**src/rtl/lsu_pkg.sv**
```systemverilog
// Shared types and constants for the load/store unit: FSM states, RV32I
// funct3 size codes, completion error codes and request classification.
package lsu_pkg;

   typedef enum logic [1:0] {
      IDLE,
      ACCESS,
      RESP
   } state_e;

   typedef enum logic [1:0] {
      ERR_OK       = 2'd0,
      ERR_MISALIGN = 2'd1,
      ERR_ILLEGAL  = 2'd2,
      ERR_TIMEOUT  = 2'd3
   } err_e;

   localparam logic [2:0] LB  = 3'd0;
   localparam logic [2:0] LH  = 3'd1;
   localparam logic [2:0] LW  = 3'd2;
   localparam logic [2:0] LBU = 3'd4;
   localparam logic [2:0] LHU = 3'd5;
   localparam logic [2:0] SB  = 3'd0;
   localparam logic [2:0] SH  = 3'd1;
   localparam logic [2:0] SW  = 3'd2;

   // Illegal encodings take precedence over misalignment.
   function automatic err_e classify(input logic       wr,
                                     input logic       rd,
                                     input logic [2:0] f3,
                                     input logic [1:0] off);
      err_e err;
      err = ERR_OK;
      if (wr && rd)
         err = ERR_ILLEGAL;
      else if (rd && (f3 == 3'd3 || f3 == 3'd6 || f3 == 3'd7))
         err = ERR_ILLEGAL;
      else if (wr && f3 > 3'd2)
         err = ERR_ILLEGAL;
      else if ((wr || rd) && f3[1:0] == 2'b01 && off[0])
         err = ERR_MISALIGN;
      else if ((wr || rd) && f3[1:0] == 2'b10 && off != 2'b00)
         err = ERR_MISALIGN;
      return err;
   endfunction

endpackage

```
**src/rtl/lsu_align.sv**
```systemverilog
// Lane steering for stores (byte enables, replicated data) and load
// extraction with sign/zero extension. Purely combinational.
module lsu_align
   import lsu_pkg::*;
(
   input  logic [1:0]  byte_off,
   input  logic [2:0]  funct3,
   input  logic        is_store,
   input  logic [31:0] store_data,
   input  logic [31:0] rdata,
   output logic [3:0]  be,
   output logic [31:0] wdata,
   output logic [31:0] load_data
);

   logic [31:0] shifted;

   assign shifted = rdata >> {byte_off, 3'b000};

   // NOTE: every output gets a default before the case so no latch is inferred.
   always_comb begin
      be    = 4'b0000;
      wdata = 32'h0;
      if (is_store) begin
         unique case (funct3)
            SB: begin
               be    = 4'b0001 << byte_off;
               wdata = {4{store_data[7:0]}};
            end
            SH: begin
               be    = 4'b0011 << byte_off;
               wdata = {2{store_data[15:0]}};
            end
            SW: begin
               be    = 4'b1111;
               wdata = store_data;
            end
            default: ;
         endcase
      end
   end

   always_comb begin
      load_data = 32'h0;
      unique case (funct3)
         LB:      load_data = {{24{shifted[7]}}, shifted[7:0]};
         LH:      load_data = {{16{shifted[15]}}, shifted[15:0]};
         LW:      load_data = rdata;
         LBU:     load_data = {24'h0, shifted[7:0]};
         LHU:     load_data = {16'h0, shifted[15:0]};
         default: load_data = 32'h0;
      endcase
   end

endmodule

```
**src/rtl/load_store_unit.sv**
```systemverilog
// Single-outstanding load/store unit: accepts one pipeline request, issues a
// word-addressed memory access with an ack timeout, and returns one response.
module load_store_unit
   import lsu_pkg::*;
#(
   parameter int unsigned TIMEOUT = 15
) (
   input  logic        clk,
   input  logic        rst,
   input  logic        req_valid,
   output logic        req_ready,
   input  logic        mem_wr,
   input  logic        mem_read,
   input  logic [11:0] addr,
   input  logic [31:0] write_data,
   input  logic [2:0]  funct3,
   output logic        resp_valid,
   output logic [31:0] resp_data,
   output logic [1:0]  resp_err,
   output logic        dmem_req,
   output logic        dmem_we,
   output logic [9:0]  dmem_addr,
   output logic [3:0]  dmem_be,
   output logic [31:0] dmem_wdata,
   input  logic        dmem_ack,
   input  logic [31:0] dmem_rdata
);

   localparam int CNT_W = $clog2(TIMEOUT + 1);

   state_e            state_q, state_d;
   logic [11:0]       addr_q, addr_d;
   logic [31:0]       wdata_q, wdata_d;
   logic [2:0]        funct3_q, funct3_d;
   logic              wr_q, wr_d;
   logic              rd_q, rd_d;
   logic [CNT_W-1:0]  cnt_q, cnt_d;
   err_e              resp_err_q, resp_err_d;
   logic [31:0]       resp_data_q, resp_data_d;
   logic              req_ready_q, req_ready_d;
   logic              dmem_req_q, dmem_req_d;
   logic              resp_valid_q, resp_valid_d;

   err_e              req_err;
   logic [31:0]       load_data;

   assign req_err = classify(mem_wr, mem_read, funct3, addr[1:0]);

   lsu_align u_align (
      .byte_off   (addr_q[1:0]),
      .funct3     (funct3_q),
      .is_store   (wr_q & ~rd_q),
      .store_data (wdata_q),
      .rdata      (dmem_rdata),
      .be         (dmem_be),
      .wdata      (dmem_wdata),
      .load_data  (load_data)
   );

   always_comb begin
      state_d     = state_q;
      addr_d      = addr_q;
      wdata_d     = wdata_q;
      funct3_d    = funct3_q;
      wr_d        = wr_q;
      rd_d        = rd_q;
      cnt_d       = cnt_q;
      resp_err_d  = resp_err_q;
      resp_data_d = resp_data_q;
      unique case (state_q)
         IDLE: begin
            if (req_valid && req_ready_q) begin
               addr_d      = addr;
               wdata_d     = write_data;
               funct3_d    = funct3;
               wr_d        = mem_wr;
               rd_d        = mem_read;
               cnt_d       = '0;
               resp_err_d  = req_err;
               resp_data_d = 32'h0;
               // Faulty requests and no-op requests never touch memory.
               if (req_err != ERR_OK || !(mem_wr || mem_read))
                  state_d = RESP;
               else
                  state_d = ACCESS;
            end
         end
         ACCESS: begin
            if (cnt_q != CNT_W'(TIMEOUT))
               cnt_d = cnt_q + 1'b1;
            if (dmem_ack) begin
               state_d     = RESP;
               resp_data_d = rd_q ? load_data : 32'h0;
            end else if (cnt_q >= CNT_W'(TIMEOUT - 1)) begin
               state_d     = RESP;
               resp_err_d  = ERR_TIMEOUT;
               resp_data_d = 32'h0;
            end
         end
         RESP:    state_d = IDLE;
         default: state_d = IDLE;
      endcase
      req_ready_d  = (state_d == IDLE);
      dmem_req_d   = (state_d == ACCESS);
      resp_valid_d = (state_d == RESP);
   end

   // NOTE: sequential state is updated only with non-blocking assignments.
   always_ff @(posedge clk) begin
      if (rst) begin
         state_q      <= IDLE;
         addr_q       <= '0;
         wdata_q      <= '0;
         funct3_q     <= '0;
         wr_q         <= 1'b0;
         rd_q         <= 1'b0;
         cnt_q        <= '0;
         resp_err_q   <= ERR_OK;
         resp_data_q  <= '0;
         req_ready_q  <= 1'b0;
         dmem_req_q   <= 1'b0;
         resp_valid_q <= 1'b0;
      end else begin
         state_q      <= state_d;
         addr_q       <= addr_d;
         wdata_q      <= wdata_d;
         funct3_q     <= funct3_d;
         wr_q         <= wr_d;
         rd_q         <= rd_d;
         cnt_q        <= cnt_d;
         resp_err_q   <= resp_err_d;
         resp_data_q  <= resp_data_d;
         req_ready_q  <= req_ready_d;
         dmem_req_q   <= dmem_req_d;
         resp_valid_q <= resp_valid_d;
      end
   end

   assign req_ready  = req_ready_q;
   assign resp_valid = resp_valid_q;
   assign resp_data  = resp_data_q;
   assign resp_err   = resp_err_q;
   assign dmem_req   = dmem_req_q;
   assign dmem_we    = wr_q;
   assign dmem_addr  = addr_q[11:2];

endmodule
```
**config.mk**
```make
export PLATFORM = sky130hd
export DESIGN_NAME = load_store_unit
export DESIGN_NICKNAME = d
export VERILOG_FILES = /design/src/rtl/lsu_pkg.sv /design/src/rtl/lsu_align.sv /design/src/rtl/load_store_unit.sv
export SDC_FILE = /design/constraint.sdc
export NUM_CORES = 1
export LEC_CHECK = 0
export ABC_AREA = 0
export BUFFER_PORTS_ARGS = -buffer_cell sky130_fd_sc_hd__buf_2
export CORE_MARGIN = 2
export CORE_UTILIZATION = 40
export DETAILED_ROUTE_END_ITERATION = 6
export PLACE_DENSITY = 0.68
export SETUP_SLACK_MARGIN = 0.1
export SYNTH_ARGS = -nofsm -noshare
export SYNTH_HDL_FRONTEND = slang
export SYNTH_SLANG_ARGS = --single-unit
```
**constraint.sdc**
```tcl
create_clock -name clk -period 1.95 [get_ports clk]
set_clock_uncertainty 0.15 [all_clocks]
set_input_delay 0.195 -clock clk [delete_from_list [all_inputs] [get_ports clk]]
set_output_delay 0.195 -clock clk [all_outputs]
set_load 0.05 [all_outputs]
```
# Yosys cells after proc, flatten, opt, wreduce, memory -nomap -nowiden
# Cells that the tools add are included.
[classes] muxes=27 reduce_logical=23 shift=3 addsub=1 eq_ne=18 n_lt_le_gt_ge=2 bitwise_logic=2
[ops] op="32-bit 2-to-1 mux" count=5
[ops] op="32-bit case mux with 5 select lines" count=1
[ops] op="32-bit case mux with 3 select lines" count=1
[ops] op="32-bit case mux with 2 select lines" count=1
[ops] op="32-bit by 5-bit >> shifter with 16-bit output" count=1
[ops] op="2-bit 2-to-1 mux" count=10
[ops] op="3-bit == test (second input constant)" count=4
[ops] op="4-bit 2-to-1 mux" count=3
[ops] op="4-bit case mux with 3 select lines" count=1
[ops] op="1-bit logical AND" count=8
[ops] op="2-bit != test (second input constant)" count=4
[ops] op="2-bit case mux with 2 select lines" count=2
[ops] op="4-bit case mux with 2 select lines" count=1
[ops] op="2-bit by 1-bit == test with 1-bit output (second input constant)" count=3
[ops] op="3-bit by 2-bit == test with 1-bit output (second input constant)" count=2
[ops] op="3-bit AND reduction" count=2
[ops] op="2-bit nonzero test" count=3
[ops] op="4-bit by 1-bit adder with 4-bit output (second input constant)" count=1
[ops] op="2-bit == test (second input constant)" count=2
[ops] op="4-bit greater-or-equal comparator (second input constant)" count=1
[ops] op="2-bit zero test" count=2
[ops] op="1-bit logical OR" count=4
[ops] op="4-bit != test (second input constant)" count=1
[ops] op="4-bit AND reduction" count=1
[ops] op="other kinds (11)" count=12
[totals] register_bits=92 out_inout_bits=84 elab_cells=88 in_bits=85

# Longest topological paths before layout
[depth] depth_word=14 mapped_depth=8 depth_no_buf=6

# Modules after synthesis
# A second synthesis with hierarchy kept.
[hier_totals] cells_unflattened=577 hier_area_um2=4710.8
[modules_own_cells] mod="load_store_unit" cells_per_inst=360 area_each_um2=3367.0 seq_area_each_um2=1841.8 instances=1
[modules_own_cells] mod="lsu_align" cells_per_inst=217 area_each_um2=1343.8 seq_area_each_um2=0.0 instances=1

# Worst setup path before layout
# Ideal clock, no wire load.
[synth_timing] path_type="reg-to-output" start="reg wr_q, in the netlist dmem_we" end="out dmem_wdata[14]" path_slack_ps=-524 n_path_buf=2 stages_incl_launch_ff=5 t_required_ps=1605 t_arrival_ps=2129 path_cell_list="dfxtp_1 > or3b_1 > clkbuf_1 > clkbuf_1 > nor2_1"
[synth_between] elab_chain_len=2
[synth_rtl] element="start, declared" line="load_store_unit.sv:35" source="logic wr_q, wr_d;"
[synth_rtl] element="start signal, assigned" line="load_store_unit.sv:128" source="wr_q <= wr_d;"
[synth_rtl] element="1-bit AND" line="load_store_unit.sv:52" source=".is_store (wr_q & ~rd_q),"
[synth_rtl] element="32-bit 2-to-1 mux" line="lsu_align.sv:24" source="if (is_store) begin"
[synth_rtl] element="end, declared" line="load_store_unit.sv:24" source="output logic [31:0] dmem_wdata,"
# No other way between the ends.

# Final worst setup path
[layout_timing] start="reg wr_q, in the netlist dmem_we" end="out dmem_wdata[20]"
# Same word-level chain as after synthesis.

==> summary.md <==
| Metric | Value |
|---|---|
| Final Cycle Share | 1.075 |
| Status | finished, violations left |
| CTS tree | yes |
| Critical path startpoint category | flip-flop |
| Switching share of power | 0.2865 |
| Kind of critical path | reg2out |
| Clock power frac | 0.375 |
| I/O Buffers | 168 |
| Clock Sinks | 92 |
| Clock buffer depth | 2 |
| Top cell type's share of synthesized area | 0.4012 |
| Max VDD drop | 598.9 uV |
| Leakage Power | 0.003175 uW |
| Most frequent cells in the layout | buf_2 (132), nand2_1 (110), dfxtp_1 (83), a21oi_1 (70), dlygate4sd3_1 (69) |
| NetSw | 1387 uW |
| Antenna violations before repair | 0 |
| Yosys warnings | 0 |
| Core Util, Final | 0.6585 |
| Global Route Usage Sum | 0.2535 |
| Worst skew pair latency | 0.35 ns |
| Worst EP arrival | 1.75 ns |
| Final setup violation count | 36 |
| Detail Route Antenna Nets | 0 |
| Synthesized instance count | 558 |
| P per Cell Area | 649.6 nW/um^2 |
| Vias per cell | 5.492 |
| Final worst slack | -0.1461 ns |
| DRC viols | 0 |
| Routed vias | 5,146 |
| Share of cells above drive strength 1 | 0.4307 |
| Gr ovfl total | 0 |
| Ys flop type | dfxtp_1 |
| Critical path capture point type | output pin |
| Crit path time final | 2.096 ns |
| Slew headroom | 0.5636 |
| Die area | 12,350 sq um |
| Register-to-register setup slack | 0.05 ns |
| Min-Delay Path Class | in2reg |
| Fin. Hold Viols | 1 |
| FP Rows | 39 |
| Fin. max-slew vios | 0 |
| Post-Synthesis Cell Area | 4591 sq um |
| Largest net degree at the start of global routing | 61 |
| Yosys top cell by area | dfxtp_1 |
| RSZ-0062 raised after global routing | true |
| Failing checks | negative hold slack, negative setup slack |
| Max cap viols | 0 |
| Die H | 111.1 um |
| Distinct cells, synth | 63 |
| Chip width | 111.1 um |
| Placed cells | 840 |
| FMAX | 477.1 MHz |
| Avg Inst Size Synth | 8.227 sq um |
| Number of global-route vias before repair | 5,159 |
| Clock H-tree levels | 3 |
| Routability cong. | 0.8623 |
| 1st-iter DRT viols | 360 |
| Number of CTS-inserted buffers | 9 |
| Synth-to-Final Area Change | 62.39% |
| ANT cells | 0 |
| Worst-Margin Slew | 0.6546 ns |
| I/O pin total | 169 |
| Final Non-Filler Cells | 937 |
| CP max FO | 7 |
| WL final | 16,010 um |
| Internal power | 3455 uW |
| Routed len/inst | 17.09 um |
| Ys async rst share | 0 |
| Comb power frac | 0.209 |
| Number of flops mapped to enable cells by yosys | 0 |
| First-pass GRT wire length | 25,480 um |
| Main area contributors after synthesis | dfxtp_1 (40%), nand2_1 (10%), a21oi_1 (8.3%), a221o_1 (3.1%), nor2_1 (3.0%) |
| Worst endpoint required time | 1.60 ns |
| Hold_ws | -0.008285 ns |
| Register share of total power | 0.416 |
| Final #Nets | 876 |
| Most common cell after layout, fill and taps aside | buf_2 |
| CTS clk-pin slew, worst paths | 0.06 ns |
| Initial cell density of the core | 0.4055 |
| #FFs+latches synth | 92 |
| Mapped Nets | 645 |
| Router iterations before antenna repair | 5 |
| DP Wirelength | 10,020 um |
| Part of the Yosys area used for sequential elements | 0.4012 |
| Clock Tree Root | clkbuf_16 |
| CORE AREA | 11,320 sq um |
-- sequential cells by signal, summed over array words and instances, names as in the netlist --
signal and cells:
state_q 2, wdata_q 32, resp_valid 1, dmem_we 1, dmem_req 1, rd_q 1, resp_data 32, cnt_q 4
resp_err 2, req_ready 1, funct3_q 3, addr_q 12
-- worst paths after layout --
path	endpoint	from	cells after the start
worst max-delay path	dmem_wdata[20]	dmem_we	6
worst min-delay path	resp_data[0]	dmem_rdata[0]	3
worst max register to register	resp_data[8]	cnt_q[0]	8
worst min register to register	resp_data[0]	resp_data[0]	2
-- repair_timing --
item | 4_1_cts | 5_1_grt
setup buffers | 5 | 5
pin swaps | 6 | 39
hold endpoints to repair | 68 | 1
endpoints found under the setup margin | 60 | 52
gates resized for setup | 99 | 58
gates cloned | 0 | 2
hold buffers | 68 | 1
-- critical path, cell delays in order (launching register included) --
cell     delay [ns]
dfxtp_4        0.34
or3b_4         0.39
a21oi_2        0.13
and2_4         0.17
buf_12         0.12
a22o_4         0.12
buf_8          0.14
-- power by group through the flow --
stage / Sequential [uW] / Clock (uW) / Combinational [uW]
after floorplan: 2060 / 0 / 499
after global placement: 2050 / 0 / 756
after detailed placement: 2050 / 0 / 769
after CTS: 2010 / 1860 / 924
after global routing: 2020 / 1940 / 1090
final: 2020 / 1810 / 1010
-- metal layers --
| metal | GRT usage | up-vias | part of all wire |
|---|---|---|---|
| met4 | 0.09218 | 0 | 0.020 |
| met3 | 0.06725 | 24 | 0.066 |
| met5 | 0 | - | 0 |
| met2 | 0.4483 | 203 | 0.51 |
| li1 | - | 2435 | - |
| met1 | 0.2950 | 2484 | 0.40 |
-- synthesized netlist by cell type, types with 2 or more instances --
| master | n |
|---|---|
| nand3_1 | 2 |
| o2bb2ai_1 | 9 |
| inv_1 | 2 |
| a211oi_1 | 3 |
| or2_2 | 2 |
| nor2b_1 | 7 |
| a22o_1 | 8 |
| o21a_1 | 3 |
| nand2b_1 | 10 |
| nand2_1 | 126 |
| mux2i_1 | 10 |
| a221o_2 | 2 |
| o41ai_1 | 2 |
| clkbuf_1 | 25 |
| buf_2 | 14 |
| buf_6 | 5 |
| a311oi_1 | 9 |
| xor2_1 | 2 |
| o211ai_1 | 4 |
| a21oi_1 | 76 |
| a22oi_1 | 16 |
| mux2_2 | 2 |
| o211ai_2 | 5 |
| a221o_1 | 14 |
| ha_1 | 2 |
| nand3b_1 | 2 |
| o21ai_0 | 9 |
| and2_1 | 9 |
| nor2_1 | 37 |
| buf_4 | 11 |
| o21ba_2 | 2 |
| nor3_1 | 4 |
| a31oi_1 | 3 |
| dfxtp_1 | 92 |
-- kinds of logic after synthesis --
family          count (synthesis)  share of synthesized area
compound gates                174                     0.2641
buf+inv                        58                    0.06841
mux                            13                    0.03162
flops                          92                     0.4012
simple gates                  216                     0.2235
xor+xnor                        3                   0.005725
fa+ha+maj                       2                   0.005450
-- final cells by class --
class	instances	area (sq um)
Tap cell	143	178.9
Fill cell	885	3866
Sequential cell	92	1866
Clock inverter	5	57.56
Clock buffer	11	252.7
Inverter	2	10.01
Timing Repair Buffer	276	2178
Multi-Input combinational cell	408	2912
-- metrics by stage --
step / area, sq um / power (uW) / setup TNS [ns] / worst slack [ns]
6_report: 7455 / 4842 / -3.845 / -0.1461
5_1_grt: 7455 / 5048 / -5.638 / -0.1965
4_1_cts: 7174 / 4795 / -2.846 / -0.1530
3_5_place_dp: 5807 / 2820 / -4.074 / -0.2328
3_3_place_gp: 5807 / 2803 / -1.250 / -0.08854
2_1_floorplan: 4835 / 2560 / 0 / 0.01893
Power figures use the tool's default switching activity.
